[src/rtl/polirv_stim_driver.sv]
// Stimulus driver for the polirv core: instruction table, reset sequencing,
// and run/halt/store monitoring for simulation and FPGA bring-up.
module polirv_stim_driver #(
    parameter int unsigned I_ADDR_BITS = 6,
    parameter int unsigned DEPTH = 64,
    parameter int unsigned INSTRUCTION_SIZE = 32,
    parameter int unsigned RESET_CYCLES = 2,
    parameter int unsigned CNT_BITS = 16,
    parameter int unsigned HALT_REPEAT = 4,
    parameter logic [INSTRUCTION_SIZE-1:0] NOP = 32'h00000013
) (
    input  logic                        clk,
    input  logic                        rst,
    input  logic                        load_we,
    input  logic [I_ADDR_BITS-1:0]      load_addr,
    input  logic [INSTRUCTION_SIZE-1:0] load_data,
    input  logic                        start,
    input  logic                        abort,
    input  logic [CNT_BITS-1:0]         run_limit,
    output logic                        core_rst_n,
    input  logic [I_ADDR_BITS-1:0]      i_mem_addr,
    output logic [INSTRUCTION_SIZE-1:0] i_mem_data,
    input  logic                        d_mem_we,
    output logic                        busy,
    output logic                        done,
    output logic                        halted,
    output logic                        timeout,
    output logic [CNT_BITS-1:0]         cycle_count,
    output logic [CNT_BITS-1:0]         store_count
);

    localparam int unsigned IDX_W = (DEPTH > 1) ? $clog2(DEPTH) : 1;
    localparam int unsigned RC_W  = (RESET_CYCLES > 1) ? $clog2(RESET_CYCLES) : 1;
    localparam int unsigned REP_W = $clog2(HALT_REPEAT + 1);
    localparam logic [RC_W-1:0]  RC_LAST = RC_W'(RESET_CYCLES - 1);
    localparam logic [REP_W-1:0] REP_MAX = REP_W'(HALT_REPEAT);

    typedef enum logic [1:0] {
        S_IDLE,
        S_RESET,
        S_RUN,
        S_DONE
    } state_t;

    state_t                      r_state;
    logic [RC_W-1:0]             r_rc;
    logic [REP_W-1:0]            r_rep;
    logic [I_ADDR_BITS-1:0]      r_prev;
    logic                        r_first;
    logic [CNT_BITS-1:0]         r_limit;
    logic [CNT_BITS-1:0]         r_cycle;
    logic [CNT_BITS-1:0]         r_store;
    logic                        r_halted;
    logic                        r_timeout;
    logic [INSTRUCTION_SIZE-1:0] r_mem [DEPTH];

    logic                        w_quiet;
    logic                        w_load_ok;
    logic                        w_rd_in;
    logic [IDX_W-1:0]            w_ld_idx;
    logic [IDX_W-1:0]            w_rd_idx;
    logic [INSTRUCTION_SIZE-1:0] w_rd_data;
    logic [CNT_BITS-1:0]         w_cyc_nxt;
    logic [CNT_BITS-1:0]         w_st_nxt;
    logic [REP_W-1:0]            w_rep_nxt;
    logic                        w_halt;
    logic                        w_lim;

    assign w_quiet   = (r_state == S_IDLE) || (r_state == S_DONE);
    assign w_ld_idx  = load_addr[IDX_W-1:0];
    assign w_rd_idx  = i_mem_addr[IDX_W-1:0];
    assign w_load_ok = load_we && w_quiet && (32'(load_addr) < DEPTH);
    assign w_rd_in   = 32'(i_mem_addr) < DEPTH;
    assign w_rd_data = w_rd_in ? r_mem[w_rd_idx] : NOP;

    assign w_cyc_nxt = (&r_cycle) ? r_cycle : r_cycle + CNT_BITS'(1);
    assign w_st_nxt  = (d_mem_we && !(&r_store)) ? r_store + CNT_BITS'(1)
                                                 : r_store;

    // First RUN cycle has no previous sample, so it always restarts at 1.
    assign w_rep_nxt = (!r_first && (i_mem_addr == r_prev))
                     ? r_rep + REP_W'(1) : REP_W'(1);
    assign w_halt    = (w_rep_nxt == REP_MAX);
    assign w_lim     = (w_cyc_nxt == r_limit);

    assign core_rst_n  = (r_state == S_RUN);
    assign i_mem_data  = (r_state == S_RUN) ? w_rd_data : NOP;
    assign busy        = (r_state == S_RESET) || (r_state == S_RUN);
    assign done        = (r_state == S_DONE);
    assign halted      = r_halted;
    assign timeout     = r_timeout;
    assign cycle_count = r_cycle;
    assign store_count = r_store;

    // Table storage deliberately survives rst.
    always_ff @(posedge clk) begin
        if (!rst && w_load_ok) begin
            r_mem[w_ld_idx] <= load_data;
        end
    end

    always_ff @(posedge clk) begin
        if (rst) begin
            r_state   <= S_IDLE;
            r_rc      <= '0;
            r_rep     <= '0;
            r_prev    <= '0;
            r_first   <= 1'b0;
            r_limit   <= '0;
            r_cycle   <= '0;
            r_store   <= '0;
            r_halted  <= 1'b0;
            r_timeout <= 1'b0;
        end else begin
            unique case (r_state)
                S_IDLE, S_DONE: begin
                    if (start) begin
                        r_state   <= S_RESET;
                        r_rc      <= '0;
                        r_limit   <= run_limit;
                        r_cycle   <= '0;
                        r_store   <= '0;
                        r_halted  <= 1'b0;
                        r_timeout <= 1'b0;
                    end
                end
                S_RESET: begin
                    if (abort) begin
                        r_state <= S_IDLE;
                    end else if (r_rc == RC_LAST) begin
                        if (r_limit == '0) begin
                            r_state   <= S_DONE;
                            r_timeout <= 1'b1;
                        end else begin
                            r_state <= S_RUN;
                            r_first <= 1'b1;
                        end
                    end else begin
                        r_rc <= r_rc + RC_W'(1);
                    end
                end
                S_RUN: begin
                    if (abort) begin
                        r_state <= S_IDLE;
                    end else begin
                        r_cycle <= w_cyc_nxt;
                        r_store <= w_st_nxt;
                        r_prev  <= i_mem_addr;
                        r_rep   <= w_rep_nxt;
                        r_first <= 1'b0;
                        if (w_halt || w_lim) begin
                            r_state   <= S_DONE;
                            r_halted  <= w_halt;
                            r_timeout <= w_lim;
                        end
                    end
                end
                default: r_state <= S_IDLE;
            endcase
        end
    end

endmodule

[config.mk]
export PLATFORM = sky130hd
export DESIGN_NAME = polirv_stim_driver
export DESIGN_NICKNAME = d
export VERILOG_FILES = /design/src/rtl/polirv_stim_driver.sv
export SDC_FILE = /design/constraint.sdc
export NUM_CORES = 2
export LEC_CHECK = 0
export BUFFER_PORTS_ARGS = -buffer_cell sky130_fd_sc_hd__buf_4
export CAP_MARGIN = 40
export CELL_PAD_IN_SITES_DETAIL_PLACEMENT = 1
export CELL_PAD_IN_SITES_GLOBAL_PLACEMENT = 1
export CORE_MARGIN = 3
export CORE_UTILIZATION = 40
export CTS_BUF_LIST = sky130_fd_sc_hd__clkbuf_4
export CTS_CLUSTER_DIAMETER = 40
export DETAILED_ROUTE_END_ITERATION = 16
export MAX_ROUTING_LAYER = met4
export PLACE_DENSITY_LB_ADDON = 0.1
export SYNTH_ARGS = -nofsm -noshare
export SYNTH_HDL_FRONTEND = slang
export SYNTH_SLANG_ARGS = --single-unit
[constraint.sdc]
create_clock -name clk -period 4.36 [get_ports clk]
set_clock_uncertainty 0.15 [all_clocks]
set_input_delay 0.436 -clock clk [delete_from_list [all_inputs] [get_ports clk]]
set_output_delay 0.436 -clock clk [all_outputs]
set_load 0.01 [all_outputs]
Word level (Yosys, flattened, before mapping)
Memories as Yosys holds them, arrays and structs flattened.
Index checks and enable logic that the tools add are counted.
Word-level totals
  register bits: 63
  bits in writable memories: 2048
  bits of input ports: 66
  word-level logic and storage cells: 95
  memories kept: 1
Memory list
  r_mem: words 64, width 32, read ports 1, clocked after Yosys merged registers in 0, wr ports 1, line 55  | logic [INSTRUCTION_SIZE-1:0] r_mem [DEPTH];
Operators by class
  add/sub/neg operators: 4
  equal/unequal tests: 16
  mux-type cells: 36
  bitwise operators: 1
  reductions and logical operators: 27
Operators with widths (number)
  16-bit two-way mux: 5
  16-bit case mux with 2 select lines: 2
  16-bit by 1-bit adder with 16-bit output (second input constant): 2
  32-bit two-way mux: 1
  16-bit AND reduction: 2
  1-bit two-way mux: 17
  16-bit == test: 1
  16-bit zero test: 1
  2-bit two-way mux: 5
  2-bit inequality test (second input constant): 5
  3-bit AND reduction: 3
  4-bit AND reduction: 2
  6-bit == test: 1
  2-bit by 1-bit inequality test with 1-bit output (second input constant): 3
  1-bit case mux with 2 select lines: 3
  2-bit case mux with 3 select lines: 1
  6-bit AND reduction: 1
  2-bit nonzero test: 3
  5-bit AND reduction: 1
  2-bit == test (second input constant): 2
  1-bit logical AND: 4
  2-bit AND reduction: 2
  3-bit by 1-bit adder with 3-bit output (second input constant): 1
  3-bit == test (second input constant): 1
  11 further kinds: 15

Depth between registers and ports, before layout
  word-level depth: 8
  gate-level depth with buffers: 11
  mapped depth without buffers: 10

Least setup slack after synthesis
OpenSTA, ideal clock, no wires.
  path type: input to output
  start: input port i_mem_addr[0]
  end: output port i_mem_data[10]
  data arrival time: 3.020 ns
  slack: 0.754 ns
  stages on the path: 7
  path buffers: 3
  path through: buf_2 > clkbuf_1 > buf_1 > mux4_2 > mux4_2 > mux4_2 > and2_1
On the way
  cells in the longest elaborated chain, start to end: 2
RTL lines
  from (decl): line 21  | input logic [I_ADDR_BITS-1:0] i_mem_addr,
  memory 64 x 32 bit
  32-bit two-way mux: line 87  | assign i_mem_data = (r_state == S_RUN) ? w_rd_data : NOP;
  to (decl): line 22  | output logic [INSTRUCTION_SIZE-1:0] i_mem_data,
No other way between the ends.

Worst setup path in the final report
  start: memory r_mem[3][3]
  end: output port i_mem_data[3]
On the way
  cells in the longest elaborated chain, start to end: 2
RTL lines (line)
  from (decl): 55
  memory 64 x 32 bit
  32-bit two-way mux: 87
No other way between the ends.

==> results.md <==
- Status: complete, no violations
- Reg clk slew, reported paths: 0.07 ns
- Post-layout min period: 4.31 ns
- Max Root-Sink Buffers: 4
- Clk_lat worst skew: 1.34 ns
- DR top layer: met4
- Crit path depth: 5
- Vias per inst: 5.70
- Yosys top cell area share: 75.4%
- Place WS: 0.355 ns
- FF-to-FF path depth: 9
- Hold path start: load_we
- Final hold viol count: 0
- Layout cell share with drive strength beyond 1: 41.9%
- Detailed placer's ending HPWL: 139,000 um
- Critical path capture point type: output pin
- Most frequent cells in the layout: 2,048 x edfxtp_1, 850 x clkbuf_4, 672 x mux4_2
- Commonest non-fill, non-tap cell in the layout: edfxtp_1
- Async SR Flop Fraction: 0%
- FF-to-FF Start: cycle_count[9]
- Max Cap Violations: 0
- Crit start category: register
- Final Instance Area: 97,200 sq um
- RSZ-0062 raised after global routing: yes
- Most frequent CP cell: mux4_2
- # IOs: 135
- Post-synth EDFFs: 2,048
- Vias in the first global route: 45,900
- CP max-delay cell: mux4_2
- CP max stage delay: 0.60 ns
- Die Span X: 458 um
- Initial antenna violation count: 16
- Routability cong.: 0.846
- Die Area: 209,000 sq um
- Cell Rows: 165
- Crit path cell chain: mux4_2 -> mux4_2 -> mux4_2 -> and2_1 -> buf_4
- Syn Area/Cell: 23.4 sq um
- P&R area growth vs syn: 19.2%
- Nets: 4,489
- Post-Synthesis Cells: 3,492
- DRT Pass-1 Iters: 6
- Chip Height: 458 um
- Pwr Density: 430 nW/um^2
- Slew margin rel.: 38.7%
- Cell Area, Synth: 81,600 sq um
- First-pass GRT wire length: 352,000 um
- Final non-filler cell total: 7,484
- Slew Limit Fails: 0
- Area post-placement: 87,900 sq um
- DR WL/cell: 33.8 um
- Met3 wire len: 16,500 um
- Crit-path max FO: 1
- Register area share after synthesis: 76.9%
- CTS H-Tree Depth: 6
- Area leader, netlist: edfxtp_1
- Pin count of the biggest net entering global routing: 65
- Core Box Area: 203,000 sq um
- CP Class: register to output pin
- Worst Setup EP: i_mem_data[3]
- Ys flop type: edfxtp_1
- Routed wl met2: 129,000 um
- Worst path bufs/invs: 1
- Starting Density: 40.3%
- Leakage power: 31.2 nW
- Peak VDD IR: 0.282 mV
- CP arrival: 3.72 ns
- Post-synth cell types: 64
- CTS tree: built
- Type of the most critical hold path: input port to register
- Fin crit share: 98.8%
- Via total after detailed routing: 42,600
- Final ANT Viol Nets: 0
- Reg-to-Reg End: r_state[0]
- Residual DRC: 0
- Iter 0 DRT Violations: 4,493
- R2R setup slack: 0.18 ns
- Gr usage total: 24.9%
- Drt total wl: 253,000 um
- Synth warnings: 0
- Syn_nets: 3,564
- # placed instances: 6,315
- Max Freq: 232 MHz
- Final setup margin: 0.0508 ns
- Crit-path leading delay family: multiplexers
- Slew @ Worst Pin: 0.917 ns
- Synth Register Bits: 2,111
- Met1 wire length: 101,000 um
- Power, Total: 41.8 mW
- Port Buffers: 134
- Grt total ovfl: 0
- Final number of setup-violating endpoints: 0
- Final core utilization: 48.0%
- Top post-synthesis cells by area: edfxtp_1 75%, mux4_2 19%, dfxtp_1 1.5%, nor2_1 0.52%, clkbuf_1 0.51%
- TritonCTS Sinks: 2,111
- Worst Setup SP: r_mem[3][3]
- Postcts setup bufs: 0
- WP data required: 3.77 ns
- TritonCTS Buffers: 590
- CTS root buffer: clkbuf_4
==> worst register-to-register path, delay by kind of cell (launching register included) <==
family	cells	cell delay, ns
flip-flops	1	0.63
buffers and inverters	1	0.60
AND/OR/NAND/NOR	3	1.25
AO/OA/AOI/OAI	4	1.27
XOR/XNOR	1	0.21
==> logic make-up after synthesis <==
family                     after synthesis  share of synthesized area (%)
AOI/OAI and AO/OA                      115                          0.891
xor gates and xnor gates                33                          0.354
adders and majority gates                6                         0.0920
buffers and inverters                  205                           1.04
DFF                                   2111                           76.9
muxes                                  675                           18.6
and+or+nand+nor                        347                           2.09
==> worst min path at each step <==
| stage | to | depth (start not counted) |
|---|---|---|
| 2_1_floorplan | r_prev[0] | 2 |
| 3_3_place_gp | r_prev[1] | 2 |
| 3_5_place_dp | r_prev[4] | 2 |
| 4_1_cts | r_mem[42][23] | 2 |
| 5_1_grt | r_mem[31][23] | 2 |
| 6_report | r_mem[58][18] | 6 |
==> layout make-up <==
type | instances | area [sq um]
Antenna cell | 7 | 17.5
Sequential cell | 2111 | 62800
Clock buffer | 850 | 6380
Clock inverter | 130 | 628
Multi-Input combinational cell | 1176 | 18500
Tap cell | 2672 | 3340
Inverter | 17 | 63.8
Timing Repair Buffer | 521 | 5560
Fill cell | 18300 | 105000
==> cells in the mapped netlist (all sizes together), types with 5 or more instances <==
cell type	count
nor3	25
nor2b	7
ha	6
nand3	17
dfxtp	63
a21oi	59
nand2	84
nor2	113
xor2	12
a311oi	5
nand3b	7
edfxtp	2048
mux4	672
and2	32
buf	77
nor4	13
or3	6
o21ai	15
a31oi	5
inv	17
clkbuf	111
nand4	13
nand2b	9
xnor2	21
and4	5
==> report_power, final <==
group	switching [mW]	internal (mW)	total (mW)	leakage, nW
registers	0.0308	22.3	22.3	18.9
logic	1.23	1.03	2.26	8.05
clock network	8.10	9.13	17.2	4.25
total	9.36	32.4	41.8	31.2
==> metrics by stage <==
| step | hold WS [ns] | TNS [ns] |
|---|---|---|
| 2_1_floorplan | 0.298 | 0 |
| 3_3_place_gp | 0.305 | 0 |
| 3_5_place_dp | 0.318 | 0 |
| 4_1_cts | 0.00438 | -2.44 |
| 5_1_grt | 0.0750 | -1.52 |
| 6_report | 0.156 | 0 |
==> per-layer routing <==
metal | up-vias | track usage (%)
li1 | 17200 | -
met1 | 23300 | 31.6
met2 | 1786 | 40.7
met3 | 397 | 4.82
met4 | 0 | 7.75
met5 | - | -
==> what timing repair did <==
item,4_1_cts,5_1_grt
setup endpoints to repair,31,29
endpoints found under the hold margin,3831,0
hold buffers,181,0
gates resized for setup,15,2
==> state kept, by name (all words and copies together), names as in the netlist <==
name and flops:
r_mem 2048, cycle_count 16, r_limit 16, store_count 16, r_prev 6, r_rep 3
r_state 2, halted 1, r_first 1, r_rc 1, timeout 1
Power figures use the tool's default switching activity.
